<file path="config.mk">
export PLATFORM = sky130hd
export DESIGN_NAME = shift_ex_stage
export DESIGN_NICKNAME = d
export VERILOG_FILES = /design/src/rtl/shift_ex_stage.sv
export SDC_FILE = /design/constraint.sdc
export NUM_CORES = 1
export LEC_CHECK = 0
export ABC_CLOCK_PERIOD_IN_PS = 2800
export CELL_PAD_IN_SITES_DETAIL_PLACEMENT = 1
export CELL_PAD_IN_SITES_GLOBAL_PLACEMENT = 2
export CORE_MARGIN = 1
export CORE_UTILIZATION = 33
export DETAILED_ROUTE_END_ITERATION = 10
export GPL_ROUTABILITY_DRIVEN = 0
export PLACE_DENSITY = 0.82
export SLEW_MARGIN = 10
export SYNTH_ARGS = -nofsm -noshare
export SYNTH_HDL_FRONTEND = slang
export SYNTH_SLANG_ARGS = --single-unit
</file>
<file path="constraint.sdc">
create_clock -name clk -period 2.8 [get_ports clk]
set_input_delay 0.28 -clock clk [delete_from_list [all_inputs] [get_ports clk]]
set_output_delay 0.28 -clock clk [all_outputs]
set_load 0.02 [all_outputs]
</file>
<file path="src/rtl/shift_ex_stage.sv">
// -----------------------------------------------------------------------------
// shift_ex_stage -- two-register shift execute stage (S1 operand latch, S2
// result latch) with a valid/ready handshake on both sides.
//
// An R-type bundle is decoded when S1 loads:
//   op  = funct[1:0]
//   amt = funct[2] ? rs[4:0] : shamt
//   a   = rt
// Supported funct values: sll, srl, sra, sllv, srlv, srav. Any other funct
// produces a zero result with out_err set. The shifter sits combinationally
// between S1 and S2, so a bundle accepted at edge N is presented on the
// output after edge N+1.
//
// Ports:
//   clk, rst        clock; synchronous active-high reset
//   flush           synchronous kill of both stages (rst has priority)
//   in_valid/ready  upstream handshake
//   in_funct        funct field (6)
//   in_rs, in_rt    register operands (32)
//   in_shamt, in_rd shamt field, destination tag (5)
//   out_valid/ready downstream handshake
//   out_result      shift result (32)
//   out_rd          destination tag of out_result (5)
//   out_err         unsupported-funct flag for the presented bundle
//   op_count        completed-op counter (32)
//
// Configuration macro: SHIFT_EX_STAGE_CNT_EN
//   defined   -> op_count counts output handshakes, wraps, cleared only by rst
//   undefined -> op_count is tied to zero and no counter is built
// -----------------------------------------------------------------------------

// Combinational 32-bit shifter; op follows the low two funct bits.
module shifter (
    input  logic [31:0] a,
    input  logic [4:0]  amt,
    input  logic [1:0]  op,
    output logic [31:0] y
);
    always_comb begin
        // NOTE: give every combinational output a default first so that no
        // path through the case leaves it unassigned (which infers a latch).
        y = a;
        case (op)
            2'b00:   y = a << amt;
            2'b10:   y = a >> amt;
            2'b11:   y = 32'($signed(a) >>> amt);
            default: y = a;   // op 01 only arises from unsupported funct values
        endcase
    end
endmodule

module shift_ex_stage (
    input  logic        clk,
    input  logic        rst,
    input  logic        flush,
    input  logic        in_valid,
    output logic        in_ready,
    input  logic [5:0]  in_funct,
    input  logic [31:0] in_rs,
    input  logic [31:0] in_rt,
    input  logic [4:0]  in_shamt,
    input  logic [4:0]  in_rd,
    output logic        out_valid,
    input  logic        out_ready,
    output logic [31:0] out_result,
    output logic [4:0]  out_rd,
    output logic        out_err,
    output logic [31:0] op_count
);
    // S1 operand latch
    logic        s1_valid;
    logic [31:0] s1_a;
    logic [4:0]  s1_amt;
    logic [1:0]  s1_op;
    logic        s1_err;
    logic [4:0]  s1_rd;

    // S2 valid; the S2 payload registers are the output ports themselves
    logic        s2_valid;

    logic        accept;
    logic        s1_adv;
    logic        s2_drain;
    logic        funct_ok;
    logic [31:0] shift_y;

    // Only rs[4:0] ever contributes to the shift amount.
    logic        unused_rs_bits;
    assign unused_rs_bits = ^in_rs[31:5];

    // Handshake control. in_ready looks through to out_ready so a full
    // pipeline still accepts one bundle per cycle while downstream drains.
    assign s2_drain  = s2_valid && out_ready;
    assign s1_adv    = s1_valid && (!s2_valid || out_ready);
    assign in_ready  = !s1_valid || s1_adv;
    assign accept    = in_valid && in_ready;
    assign out_valid = s2_valid;

    always_comb begin
        funct_ok = 1'b0;
        case (in_funct)
            6'b000000, 6'b000010, 6'b000011,
            6'b000100, 6'b000110, 6'b000111: funct_ok = 1'b1;
            default:                         funct_ok = 1'b0;
        endcase
    end

    shifter u_shifter (
        .a   (s1_a),
        .amt (s1_amt),
        .op  (s1_op),
        .y   (shift_y)
    );

    // Valid bits and output registers: rst beats flush beats handshakes.
    always_ff @(posedge clk) begin
        // NOTE: sequential state is written with non-blocking assignments so
        // every flop samples pre-edge values regardless of statement order.
        if (rst) begin
            s1_valid   <= 1'b0;
            s2_valid   <= 1'b0;
            out_result <= '0;
            out_rd     <= '0;
            out_err    <= 1'b0;
        end else if (flush) begin
            s1_valid <= 1'b0;
            s2_valid <= 1'b0;
        end else begin
            if (accept)
                s1_valid <= 1'b1;
            else if (s1_adv)
                s1_valid <= 1'b0;

            if (s1_adv) begin
                s2_valid   <= 1'b1;
                out_result <= s1_err ? 32'h0000_0000 : shift_y;
                out_rd     <= s1_rd;
                out_err    <= s1_err;
            end else if (s2_drain) begin
                s2_valid <= 1'b0;
            end
        end
    end

    // S1 payload is qualified by s1_valid, so it needs no reset.
    // NOTE: datapath registers guarded by a valid bit are left unreset; only
    // control state and architecturally visible outputs are reset.
    always_ff @(posedge clk) begin
        if (accept) begin
            s1_a   <= in_rt;
            s1_amt <= in_funct[2] ? in_rs[4:0] : in_shamt;
            s1_op  <= in_funct[1:0];
            s1_err <= !funct_ok;
            s1_rd  <= in_rd;
        end
    end

`ifdef SHIFT_EX_STAGE_CNT_EN
    // Counts every output handshake; flush does not clear it.
    logic [31:0] cnt_q;

    always_ff @(posedge clk) begin
        if (rst)
            cnt_q <= '0;
        else if (s2_drain)
            cnt_q <= cnt_q + 32'd1;
    end

    assign op_count = cnt_q;
`else
    assign op_count = '0;
`endif

endmodule

</file>
==> results of run 1 <==
[critical path: stages, from the launching register on]
cell       delay [ns]
edfxtp_1         0.37
buf_12           0.24
buf_12           0.27
mux2i_1          0.12
o22a_1           0.26
a221oi_1         0.59
o2111ai_1        0.25
a221oi_1         0.34
[stage by stage]
step                area (um^2)  worst slack, ns
global route               9720            0.134
floorplan                  8030            0.516
global placement           9410            0.349
finish                     9720            0.226
CTS                        9720            0.310
detailed placement         9410            0.330
[layer usage]
| layer | up-vias | routed length, um | track usage, % |
|---|---|---|---|
| met4 | 0 | 1510 | 12.7 |
| li1 | 3398 | - | - |
| met1 | 3895 | 13500 | 36.7 |
| met5 | - | 0 | 0 |
| met3 | 114 | 4150 | 8.92 |
| met2 | 572 | 14900 | 42.5 |
[placed cells by master, fill, tap and decap left out, drive strengths merged, types with 6 or more instances in the layout]
cell / n
clkdlybuf4s50: 97
nand2: 85
buf: 76
mux2i: 65
mux4: 51
edfxtp: 45
o21ai: 40
dfxtp: 40
nor2: 37
mux2: 36
conb: 32
nand3: 26
a21oi: 23
o22ai: 20
nor3: 20
a221oi: 16
nand2b: 14
a31oi: 13
inv: 13
a211oi: 11
clkbuf: 10
nor2b: 9
a21o: 9
o2111ai: 8
o21a: 8
a22oi: 8
and2: 8
o221ai: 7
or2: 6
a22o: 6
o211ai: 6
o31ai: 6
[power breakdown]
part | leakage [nW] | internal, mW | switching (mW)
logic | 2.55 | 0.570 | 0.772
registers | 0.761 | 1.36 | 0.107
clock network | 0.159 | 0.753 | 0.581
total | 3.47 | 2.69 | 1.46
[state kept, by name, indices dropped and copies added (netlist names)]
register    count
s1_valid        1
out_valid       1
out_result     32
s1_a           32
s1_err          1
out_rd          5
s1_op           2
s1_amt          5
out_err         1
s1_rd           5
[kinds of logic (layout without fill, tap and decap cells)]
family / after synthesis / count (layout) / synth area share [%]
compound gates: 236 / 236 / 21.6
other cells: 1 / 32 / 0.0474
buf+inv: 139 / 200 / 9.53
flops: 85 / 85 / 27.2
mux: 152 / 152 / 27.9
simple gates: 229 / 229 / 13.8
[worst max-delay path by stage]
stage	end	from	slack, ns	cells after the start
finish	out_result[26]	s1_amt[1]	0.23	7
floorplan	s1_a[0]	out_valid	0.52	3
detailed placement	out_result[15]	s1_amt[1]	0.33	7
global route	out_result[11]	s1_amt[2]	0.13	7
CTS	out_result[15]	s1_amt[1]	0.31	7
global placement	out_result[31]	s1_amt[1]	0.35	6
[layout make-up]
type                    count  area, um^2
fillers                  2663       13700
well taps                 319         399
flip-flops and latches     85        2150
clock buffers              10         250
clock inverters             6        66.3
repair buffers            173        1680
inverters                  11        41.3
multi-input cells         649        5140
==> flow_metrics.env, run 1 <==
export IMPL_numCtsBuffers=9
export IMPL_ir_worst_vdd_uv=313
export IMPL_yosysSeqAreaShare_pct=27.2
export IMPL_dieArea_mm2=0.0246
export IMPL_wl_per_cell_um=27.2
export IMPL_drt_iter0_drc=943
export IMPL_synthTopCellsByCount="nand2_1, mux2i_1, mux4_2"
export IMPL_grt_pass1_wl_um=50500
export IMPL_area_growth_pct=22.9
export IMPL_cts_root_buf="clkbuf_16"
export IMPL_hold_depth=2
export IMPL_cts_resized_gates=0
export IMPL_ys_ff_latch=85
export IMPL_clkTransAtPathRegs_ns=0.07
export IMPL_ant_nets=0
export IMPL_antenna_found_initial=0
export IMPL_synth_area_leader_cell="edfxtp_1"
export IMPL_syn_avg_cell_area_um2=9.40
export IMPL_reg2reg_to="out_result[26]"
export IMPL_rsz0062_at_grt="no"
export IMPL_critical_path_class="flip-flop to flip-flop"
export IMPL_fin_setup_tns_ns=0
export IMPL_antenna_cells=0
export IMPL_cap_violations=0
export IMPL_critPathRequiredTime_ns=3.06
export IMPL_skew_ns=0.00819
export IMPL_ys_top_cells_by_area="edfxtp_1, mux4_2, dfxtp_1"
export IMPL_post_cts_buffers=0
export IMPL_yosysTopAreaCellShare_pct=17.1
export IMPL_num_vias=7979
export IMPL_ys_async_sr_fraction_pct=0
export IMPL_clock_latency_ns=0.37
export IMPL_worstPathArrival_ns=2.83
export IMPL_synth_cell_types=70
export IMPL_hp_class="flip-flop to flip-flop"
export IMPL_nNetsFinal=1014
export IMPL_hold_slack_ns=0.453
export IMPL_setup_viol=0
export IMPL_min_delay_start="out_rd[2]"
export IMPL_cts_htree_levels=3
export IMPL_die_y_um=157
export IMPL_powerDensity_mw_per_mm2=426
export IMPL_worstHoldEndpoint="out_rd[2]"
export IMPL_clock_sinks=85
export IMPL_cts_buffer_depth=2
export IMPL_fin_crit_ns=2.57
export IMPL_grt_overflow=0
export IMPL_max_freq_ghz=0.389
export IMPL_status="finished clean"
export IMPL_r2r_slack_ns=0.23
export IMPL_rows=56
export IMPL_hold_buffers=0
export IMPL_finalHoldViolations=0
export IMPL_via_per_inst=6.37
export IMPL_rr_startpoint="s1_amt[1]"
export IMPL_start_util_pct=33.7
export IMPL_grt_max_degree=39
export IMPL_total_power_mw=4.14
export IMPL_dp_cells=1237
export IMPL_r2r_cells=7
export IMPL_final_util_pct=41.4
export IMPL_timing_slew_headroom_pct=53.8
export IMPL_synth_area_mm2=0.00791
export IMPL_yosysMostFrequentCell="nand2_1"
export IMPL_cts_tree="done"
export IMPL_routed_wl_um=34000
export IMPL_synth_edf_count=45
export IMPL_total_leakage_power_nw=3.47
export IMPL_postSynthCellCount=842
export IMPL_post_route_period_util_pct=91.9
export IMPL_port_buffer_count=97
export IMPL_grt_total_usage_pct=28.2
export IMPL_coreArea_mm2=0.0235
export IMPL_start_kind="flip-flop"
export IMPL_grt_pass1_vias=7796
export IMPL_drive_gt1_share_pct=20.9
export IMPL_report_final_slew_viol_count=0
export IMPL_dp_hpwl_um=25400
export IMPL_first_pass_iters=6
export IMPL_yosysWarningCount=0
export IMPL_drc=0
export IMPL_die_x_um=157
export IMPL_end_kind="flip-flop"
export IMPL_cp_max_fo=35
export IMPL_synth_ff_type="edfxtp_1"
export IMPL_tightest_slew_ns=0.691
export IMPL_pin_count=157
export IMPL_final_cell_count_no_fill=1253
(Power assumes the default switching activity.)
==> inputs of run 2 (changes only) <==
CAP_MARGIN = 20   (was not set)
==> results of run 2 <==
Same layout as run 1: the final DEF is identical, and so are final timing and power.
